<file path="config.mk">
export PLATFORM = sky130hd
export DESIGN_NAME = cu_mc
export DESIGN_NICKNAME = d
export VERILOG_FILES = /design/src/rtl/mycpu_pkg.sv /design/src/rtl/cu_dec.sv /design/src/rtl/cu_mc.sv
export SDC_FILE = /design/constraint.sdc
export NUM_CORES = 1
export LEC_CHECK = 0
export CAP_MARGIN = 20
export CORE_MARGIN = 10
export CORE_UTILIZATION = 35
export DETAILED_ROUTE_END_ITERATION = 12
export PLACE_DENSITY_LB_ADDON = 0.25
export RECOVER_POWER = 50
export SLEW_MARGIN = 20
export SYNTH_ARGS = -nofsm -noshare
export SYNTH_HDL_FRONTEND = slang
export SYNTH_HIERARCHICAL = 1
export SYNTH_SLANG_ARGS = --single-unit
</file>
<file path="constraint.sdc">
create_clock -name clk -period 4.4 [get_ports clk]
set_clock_uncertainty 0.15 [all_clocks]
set_input_delay 0.66 -clock clk [delete_from_list [all_inputs] [get_ports clk]]
set_output_delay 0.66 -clock clk [all_outputs]
set_load 0.1 [all_outputs]
</file>
<file path="src/rtl/mycpu_pkg.sv">
// mycpu_pkg: shared types for the mycpu control path.
//   opcode_t    - 7-bit instruction opcodes (low nibble doubles as the ALU
//                 function select for most instructions)
//   cu_state_t  - control-unit sequencer states
//   instr_w()   - instruction width for a given register-field width
//   PS_* / MD_* - PC-select and writeback-mux encodings
package mycpu_pkg;

  typedef enum logic [6:0] {
    MOVA = 7'h00,
    INC  = 7'h01,
    ADD  = 7'h02,
    SUB  = 7'h05,
    DEC  = 7'h06,
    AND  = 7'h08,
    OR   = 7'h09,
    XOR  = 7'h0A,
    NOT  = 7'h0B,
    MOVB = 7'h0C,
    SHR  = 7'h0D,
    SHL  = 7'h0E,
    LD   = 7'h10,
    IOR  = 7'h18,
    ST   = 7'h20,
    IOW  = 7'h28,
    ADI  = 7'h42,
    LDI  = 7'h4C,
    BRZ  = 7'h60,
    BRN  = 7'h61,
    JMP  = 7'h70,
    XXL  = 7'h7E,
    HAL  = 7'h7F
  } opcode_t;

  typedef enum logic [1:0] {
    RST = 2'b00,
    INF = 2'b01,
    EX0 = 2'b10,
    HLT = 2'b11
  } cu_state_t;

  localparam logic [1:0] PS_HOLD = 2'b00;
  localparam logic [1:0] PS_INC  = 2'b01;
  localparam logic [1:0] PS_BR   = 2'b10;
  localparam logic [1:0] PS_JMP  = 2'b11;

  localparam logic [1:0] MD_FU = 2'b00;
  localparam logic [1:0] MD_K  = 2'b01;
  localparam logic [1:0] MD_IO = 2'b10;

  function automatic int unsigned instr_w(input int unsigned ra_w);
    return 7 + 3 * ra_w;
  endfunction

endpackage

</file>
<file path="src/rtl/cu_dec.sv">
// cu_dec: combinational EX0 instruction decoder.
//   ins_in    {opcode, DR, SA, SB}
//   z_in/n_in ALU flags for conditional branches
//   stall_in  access still waiting: suppress every committing control
//   ps/rw/rs/md/mb/fs/wen/iom  decoded datapath controls
//   acc_out   opcode is a memory/IO access (LD, ST, IOR, IOW)
//   hal_out   opcode is HAL
module cu_dec
  import mycpu_pkg::*;
#(
  parameter int unsigned RA_W = 3
) (
  input  logic [instr_w(RA_W)-1:0] ins_in,
  input  logic                     z_in,
  input  logic                     n_in,
  input  logic                     stall_in,
  output logic [1:0]               ps_out,
  output logic                     rw_out,
  output logic [3*(RA_W+1)-1:0]    rs_out,
  output logic [1:0]               md_out,
  output logic                     mb_out,
  output logic [3:0]               fs_out,
  output logic                     wen_out,
  output logic                     iom_out,
  output logic                     acc_out,
  output logic                     hal_out
);

  logic [6:0]      op;
  logic [RA_W-1:0] dr, sa, sb;

  assign op = ins_in[instr_w(RA_W)-1 -: 7];
  assign dr = ins_in[3*RA_W-1 -: RA_W];
  assign sa = ins_in[2*RA_W-1 -: RA_W];
  assign sb = ins_in[RA_W-1:0];

  always_comb begin
    acc_out = op inside {LD, ST, IOR, IOW};
    hal_out = (op == HAL);
    rs_out  = {1'b0, dr, 1'b0, sa, 1'b0, sb};

    case (op)
      BRZ:      ps_out = z_in ? PS_BR : PS_INC;
      BRN:      ps_out = n_in ? PS_BR : PS_INC;
      JMP:      ps_out = PS_JMP;
      HAL, XXL: ps_out = PS_HOLD;
      default:  ps_out = PS_INC;
    endcase

    rw_out  = !(op inside {ST, BRZ, BRN, JMP, IOW, HAL, XXL});
    md_out  = (op == LDI) ? MD_K : (op == IOR) ? MD_IO : MD_FU;
    mb_out  = op inside {LDI, ADI};
    fs_out  = (op == BRN) ? 4'b0000 : op[3:0];
    wen_out = !(op inside {ST, IOW});
    iom_out = op inside {IOR, IOW};

    // Waiting access: operand/mux selects stay decoded, commits are masked.
    if (stall_in) begin
      ps_out  = PS_HOLD;
      rw_out  = 1'b0;
      wen_out = 1'b1;
    end
  end

endmodule

</file>
<file path="src/rtl/cu_mc.sv">
// cu_mc: multi-cycle control unit for the mycpu datapath.
//   RA_W   register-field width (instruction is 7+3*RA_W bits)
//   MEM_HS 1: fetch and accesses wait for rdy_in; 0: rdy_in treated as 1
//   Inputs : clk, rst_n (async, active-low), ins_in, z_in, n_in,
//            rdy_in (access complete), go_in (resume from halt)
//   Outputs: req_out, hlt_out, il_out, ps_out, rw_out, rs_out, mm_out,
//            md_out, mb_out, fs_out, wen_out (active-low), iom_out
// Only the sequencer state is registered; all outputs are combinational.
module cu_mc
  import mycpu_pkg::*;
#(
  parameter int unsigned RA_W   = 3,
  parameter bit          MEM_HS = 1'b1
) (
  input  logic                     clk,
  input  logic                     rst_n,
  input  logic [instr_w(RA_W)-1:0] ins_in,
  input  logic                     z_in,
  input  logic                     n_in,
  input  logic                     rdy_in,
  input  logic                     go_in,
  output logic                     req_out,
  output logic                     hlt_out,
  output logic                     il_out,
  output logic [1:0]               ps_out,
  output logic                     rw_out,
  output logic [3*(RA_W+1)-1:0]    rs_out,
  output logic                     mm_out,
  output logic [1:0]               md_out,
  output logic                     mb_out,
  output logic [3:0]               fs_out,
  output logic                     wen_out,
  output logic                     iom_out
);

  cu_state_t state_q, state_d;

  logic                  rdy;
  logic                  stall;
  logic [1:0]            dec_ps;
  logic                  dec_rw;
  logic [3*(RA_W+1)-1:0] dec_rs;
  logic [1:0]            dec_md;
  logic                  dec_mb;
  logic [3:0]            dec_fs;
  logic                  dec_wen;
  logic                  dec_iom;
  logic                  dec_acc;
  logic                  dec_hal;

  assign rdy   = MEM_HS ? rdy_in : 1'b1;
  assign stall = dec_acc & ~rdy;

  cu_dec #(.RA_W(RA_W)) u_dec (
    .ins_in   (ins_in),
    .z_in     (z_in),
    .n_in     (n_in),
    .stall_in (stall),
    .ps_out   (dec_ps),
    .rw_out   (dec_rw),
    .rs_out   (dec_rs),
    .md_out   (dec_md),
    .mb_out   (dec_mb),
    .fs_out   (dec_fs),
    .wen_out  (dec_wen),
    .iom_out  (dec_iom),
    .acc_out  (dec_acc),
    .hal_out  (dec_hal)
  );

  always_ff @(posedge clk or negedge rst_n) begin
    if (!rst_n) state_q <= RST;
    else        state_q <= state_d;
  end

  always_comb begin
    state_d = state_q;
    req_out = 1'b0;
    hlt_out = 1'b0;
    il_out  = 1'b0;
    ps_out  = PS_HOLD;
    rw_out  = 1'b0;
    rs_out  = '0;
    mm_out  = 1'b0;
    md_out  = MD_FU;
    mb_out  = 1'b0;
    fs_out  = '0;
    wen_out = 1'b1;
    iom_out = 1'b0;

    case (state_q)
      RST: state_d = INF;

      INF: begin
        req_out = 1'b1;
        if (rdy) begin
          il_out  = 1'b1;
          state_d = EX0;
        end
      end

      EX0: begin
        req_out = dec_acc;
        ps_out  = dec_ps;
        rw_out  = dec_rw;
        rs_out  = dec_rs;
        md_out  = dec_md;
        mb_out  = dec_mb;
        fs_out  = dec_fs;
        wen_out = dec_wen;
        iom_out = dec_iom;
        if (!stall) state_d = dec_hal ? HLT : INF;
      end

      HLT: begin
        hlt_out = 1'b1;
        // Resuming advances the PC past the HAL that stopped the core.
        if (go_in) begin
          ps_out  = PS_INC;
          state_d = INF;
        end
      end

      default: state_d = RST;
    endcase
  end

endmodule

</file>
# Word level (Yosys, flattened, before mapping)
# Cells that the tools add are included.
# W data, S select, Z words.
# classes
addsub	0
multipliers	0
div	0
order_cmp	0
eq_ne	17
shifts	0
muxes	27
n_bitwise	2
n_reduce_logical	10
# op_table
cell	count
$eq A7 B7 Y1 const B	7
$mux W2	10
$pmux W2 S4	2
$eq A7 B5 Y1 const B	2
$eq A7 B6 Y1 const B	2
$mux W11	1
$mux W1	10
$mux W4	2
$reduce_bool A7 Y1	1
$ne A2 B2 Y1 const B	3
$reduce_bool A2 Y1	3
$eq A2 B2 Y1 const B	2
$pmux W2 S2	1
$reduce_bool A4 Y1	1
$reduce_and A3 Y1	1
$eq A2 B1 Y1 const B	1
$logic_not A1 Y1	2
$logic_not A2 Y1	1
$pmux W1 S2	1
$reduce_or A2 Y1	1
$and A1 B1 Y1	1
$not A1 Y1	1
# word_totals
ff_bits	2
latch_bits	0
mem_bits_rw	0
mem_bits_ro	0
in_bits	22
out_inout_bits	28
elab_cells	57
mem_count	0

# Logic depth before layout (Yosys ltp)
# depth
depth_word	5
ltp_mapped	6
mapped_depth_nobuf	5

# Hierarchy
# The synthesis kept the hierarchy.
# by_module_without_submodules
mod	instances	cells_each	area_each_um2	seq_area_each_um2
cu_mc	1	45	349.1	50.0
cu_dec	1	51	291.5	0.0

# Worst setup path after synthesis
# Ideal clock, no wire load.
# synth_path
kind	input to output
startpoint	input port ins_in[9]
endpoint	output port req_out
arrival_ps	2750
t_required_ps	3590
setup_slack_ps	840
cell_stages	4
n_path_buf	0
cell_sequence	or4_4 > a21oi_1 > a21oi_2 > nor2_1
# synth_via
elab_chain_len	3
elab_cells_between_ends	6
classes_between	4 x eq/ne; 1 x mux; 1 x reduce/logical
# synth_lines
element	line_no	source
from (decl)	cu_mc.sv:17	input logic [instr_w(RA_W)-1:0] ins_in,
$eq A7 B5 Y1 or $eq A7 B6 Y1 (tied branches)	cu_dec.sv:38	acc_out = op inside {LD, ST, IOR, IOW};
$reduce_bool A4 Y1 *	cu_dec.sv:38	
via dec_acc	cu_mc.sv:48	logic dec_acc;
$pmux W1 S2 *	cu_mc.sv:91	case (state_q)
to (decl)	cu_mc.sv:22	output logic req_out,
# Mark *: on every way through the listed nets, which the timed path passes. The rest lies on a longest branch.

# Final worst setup path
# layout_path
startpoint	input port ins_in[9]
endpoint	output port ps_out[0]
# layout_via
elab_chain_len	5
elab_cells_between_ends	15
classes_between	9 x eq/ne; 3 x mux; 1 x bitwise; 2 x reduce/logical
# layout_lines
element	line_no	source
$eq A7 B5 Y1 or $eq A7 B6 Y1 (tied branches)	cu_dec.sv:38	
$reduce_bool A4 Y1 *	cu_dec.sv:38	
via dec_acc	cu_mc.sv:48	
$and A1 B1 Y1 *	cu_mc.sv:52	assign stall = dec_acc & ~rdy;
via stall	cu_mc.sv:39	logic stall;
$mux W2 *	cu_dec.sv:58	if (stall_in) begin
via dec_ps[0]	cu_mc.sv:40	logic [1:0] dec_ps;
$pmux W2 S2 *	cu_mc.sv:91	
to (decl)	cu_mc.sv:25	output logic [1:0] ps_out,
# Marks and branches as above.

==> impl_metrics.json <==
{
  "status": "completed",
  "layout_commonest_cell": "and2_1",
  "rows": 15,
  "coreArea_um2": 1730,
  "grt_overflow": 0,
  "post-route-min-period_ps": 3690,
  "cts-root-buf": "clkbuf_4",
  "regArea_um2": 50.0,
  "path_cells": "dlygate4sd3_1 > or4_4 > a21oi_1 > nor2b_1 > a21oi_1 > a22o_2 > buf_4",
  "nets": 154,
  "synthArstFlopShare_pct": 100,
  "viasPerCell": 4.39,
  "final_area_um2": 941,
  "path_clk_slew_ps": 30,
  "drcViolationCount": 0,
  "finalSetupViolCount": 0,
  "cts.sinks": 2,
  "htreeDepth": 1,
  "grt_pass1_wl_mm": 3.07,
  "grt_pass1_vias": 678,
  "cpMaxStageDelayCell": "dlygate4sd3_1",
  "stdcell_count": 152,
  "dp_cells": 149,
  "ys_dominant_reg_cell": "dfrtp_1",
  "place_area_um2": 962,
  "crit_path_max_incr_delay_ps": 620,
  "synth_fa_ha_area_share_pct": 5.86,
  "max_freq_mhz": 271,
  "grt_antenna_before_repair": 0,
  "die_w_um": 62.8,
  "post_drt_wl_per_cell_um": 12.2,
  "ys_ff_latch": 2,
  "power_leakage_uw": 0.000411,
  "end_kind": "output pin",
  "route.met3.wl_um": 204,
  "max_cap_viol_count": 0,
  "wl_met1_um": 898,
  "synth_top_family_by_area": "simple AND/OR/NAND/NOR gates",
  "ctsHoldBuffers": 0,
  "filler_cell_count": 197,
  "synthCells": 96,
  "final_cell_mix": "and2_1, clkdlybuf4s50_1, buf_4",
  "grt_max_degree": 27,
  "yosysWarnings": 6,
  "dr_total_vias": 668,
  "path_max_fanout": 7,
  "worstHoldStart": "state_q[1]$_DFFE_PN0P_",
  "detail_route.iter0.violations": 11,
  "preCtsSetupSlack_ps": 806,
  "cts-buffers-inserted": 3,
  "setup_ws_ps": 713,
  "cts.repair.resized": 0,
  "cp-startpoint": "ins_in[9]",
  "hpwlAfterDp_mm": 1.58,
  "initial_core_util_pct": 37.1,
  "synthSimpleGateAreaFrac_pct": 48.0,
  "top_register": "state_q",
  "cp.required_ps": 3590,
  "pwr_density_cell_nw_per_um2": 598,
  "synth_area_leaders": "and2_1, buf_4, dfrtp_1, ha_1, nor2_1",
  "clockBufferDepth": 2,
  "hold_viol": 0,
  "antenna_cells": 0,
  "synth_largest_type_area_fraction_pct": 21.5,
  "crit_top_cell": "a21oi_1",
  "clkLatencyLatePin_ps": 220,
  "yosysSeqAreaShare_pct": 7.81,
  "grt_use_total_pct": 9.06,
  "synth_xor_area_share_pct": 0,
  "grt_setup_unrepaired": "no",
  "synth_top_area_cell": "and2_1",
  "top_regs": "state_q (2)",
  "fin_crit_sh_pct": 83.8,
  "synthMuxAreaShare_pct": 3.91,
  "critPathKind": "in -> out",
  "dr.pass1.iters": 2,
  "synth_compound_area_share_pct": 11.1,
  "gp_congestion": 0.815,
  "detail-route-antenna-nets": 0,
  "die_area_um2": 3940,
  "r2r-start": "state_q[0]$_DFFE_PN0P_",
  "worstPathArrival_ps": 2880,
  "largest_reg_flops": 2,
  "met2_length_um": 753,
  "drv_slew": 0,
  "drt-total-wl_mm": 1.86,
  "ios": 50,
  "hp-class": "reg -> reg",
  "syn_area_um2": 641,
  "ir_drop_mv": 0.531,
  "setup-tns-final_ps": 0,
  "cts_setup_buffers": 0,
  "port_buffers": 45,
  "areaGrowthSynthToFinish_pct": 46.9,
  "drive_gt1_share_pct": 18.1,
  "worstSetupStartpointType": "primary input",
  "routed.top_layer": "met3",
  "synth_edf_count": 0,
  "multi_input_area_um2": 450,
  "slew-limit-headroom_pct": 21.6,
  "ys_types": 30,
  "tightest_slew_ps": 1180,
  "synth.avg_cell_area_um2": 6.67,
  "cts_tree": "yes",
  "die_h_um": 62.8
}
[kinds of logic (layout without fill, tap and decap cells)]
kind of cell	Yosys count	in the layout
other	2	4
AOI/OAI and AO/OA	10	10
and+or+nand+nor	53	53
adders and majority gates	3	3
DFF	2	2
buffers and inverters	24	53
muxes	2	2
[path summary, 6_finish.rpt]
check | depth (start not counted) | endpoint | slack, ps
hold reg to reg | 1 | state_q[1]$_DFFE_PN0P_ | 440
max in group asynchronous | 1 | state_q[0]$_DFFE_PN0P_ | 3460
setup / recovery | 7 | ps_out[0] | 710
hold / removal | 1 | state_q[1]$_DFFE_PN0P_ | 440
min in group asynchronous | 1 | state_q[1]$_DFFE_PN0P_ | 520
setup reg to reg | 5 | state_q[1]$_DFFE_PN0P_ | 2340
[stage by stage]
stage	total power (µW)	hold slack, ps	utilization (%)
floorplan	456	214	-
global placement	541	404	55.7
detailed placement	544	432	55.7
CTS	586	441	57.0
global route	597	486	54.5
finish	563	443	54.5
[synthesized netlist by cell type (2+ instances only)]
master	n
a21oi_1	4
and2_1	22
and2_2	3
buf_2	2
buf_4	13
clkbuf_1	4
conb_1	2
dfrtp_1	2
ha_1	3
inv_1	5
nand2_1	2
nand2b_1	3
nor2_1	10
nor3_1	5
[report_power, final]
| part | switching [µW] | total [µW] | internal, µW |
|---|---|---|---|
| Combinational | 384 | 489 | 104 |
| Clock | 8.72 | 38.7 | 30.0 |
| Sequential | 8.30 | 35.6 | 27.3 |
[worst max-delay path: cells and delay by family]
kind	cells	cell delay [ps]
and+or+nand+nor	2	860
buffers and inverters	2	850
AOI/OAI and AO/OA	3	510
[per-layer routing]
metal / vias to the layer above / GRT usage, %
li1: 359 / -
met1: 274 / 11.1
met2: 35 / 13.3
met3: 0 / 4.84
met4: 0 / 2.51
met5: - / 0
[cell type report]
class / instances / share of cell area, %
Multi-Input combinational cell: 72 / 47.9
Timing Repair Buffer: 45 / 39.1
Inverter: 5 / 1.99
Sequential cell: 2 / 5.32
Tap cell: 25 / 3.32
Clock buffer: 3 / 2.39
(Power assumes the default switching activity.)
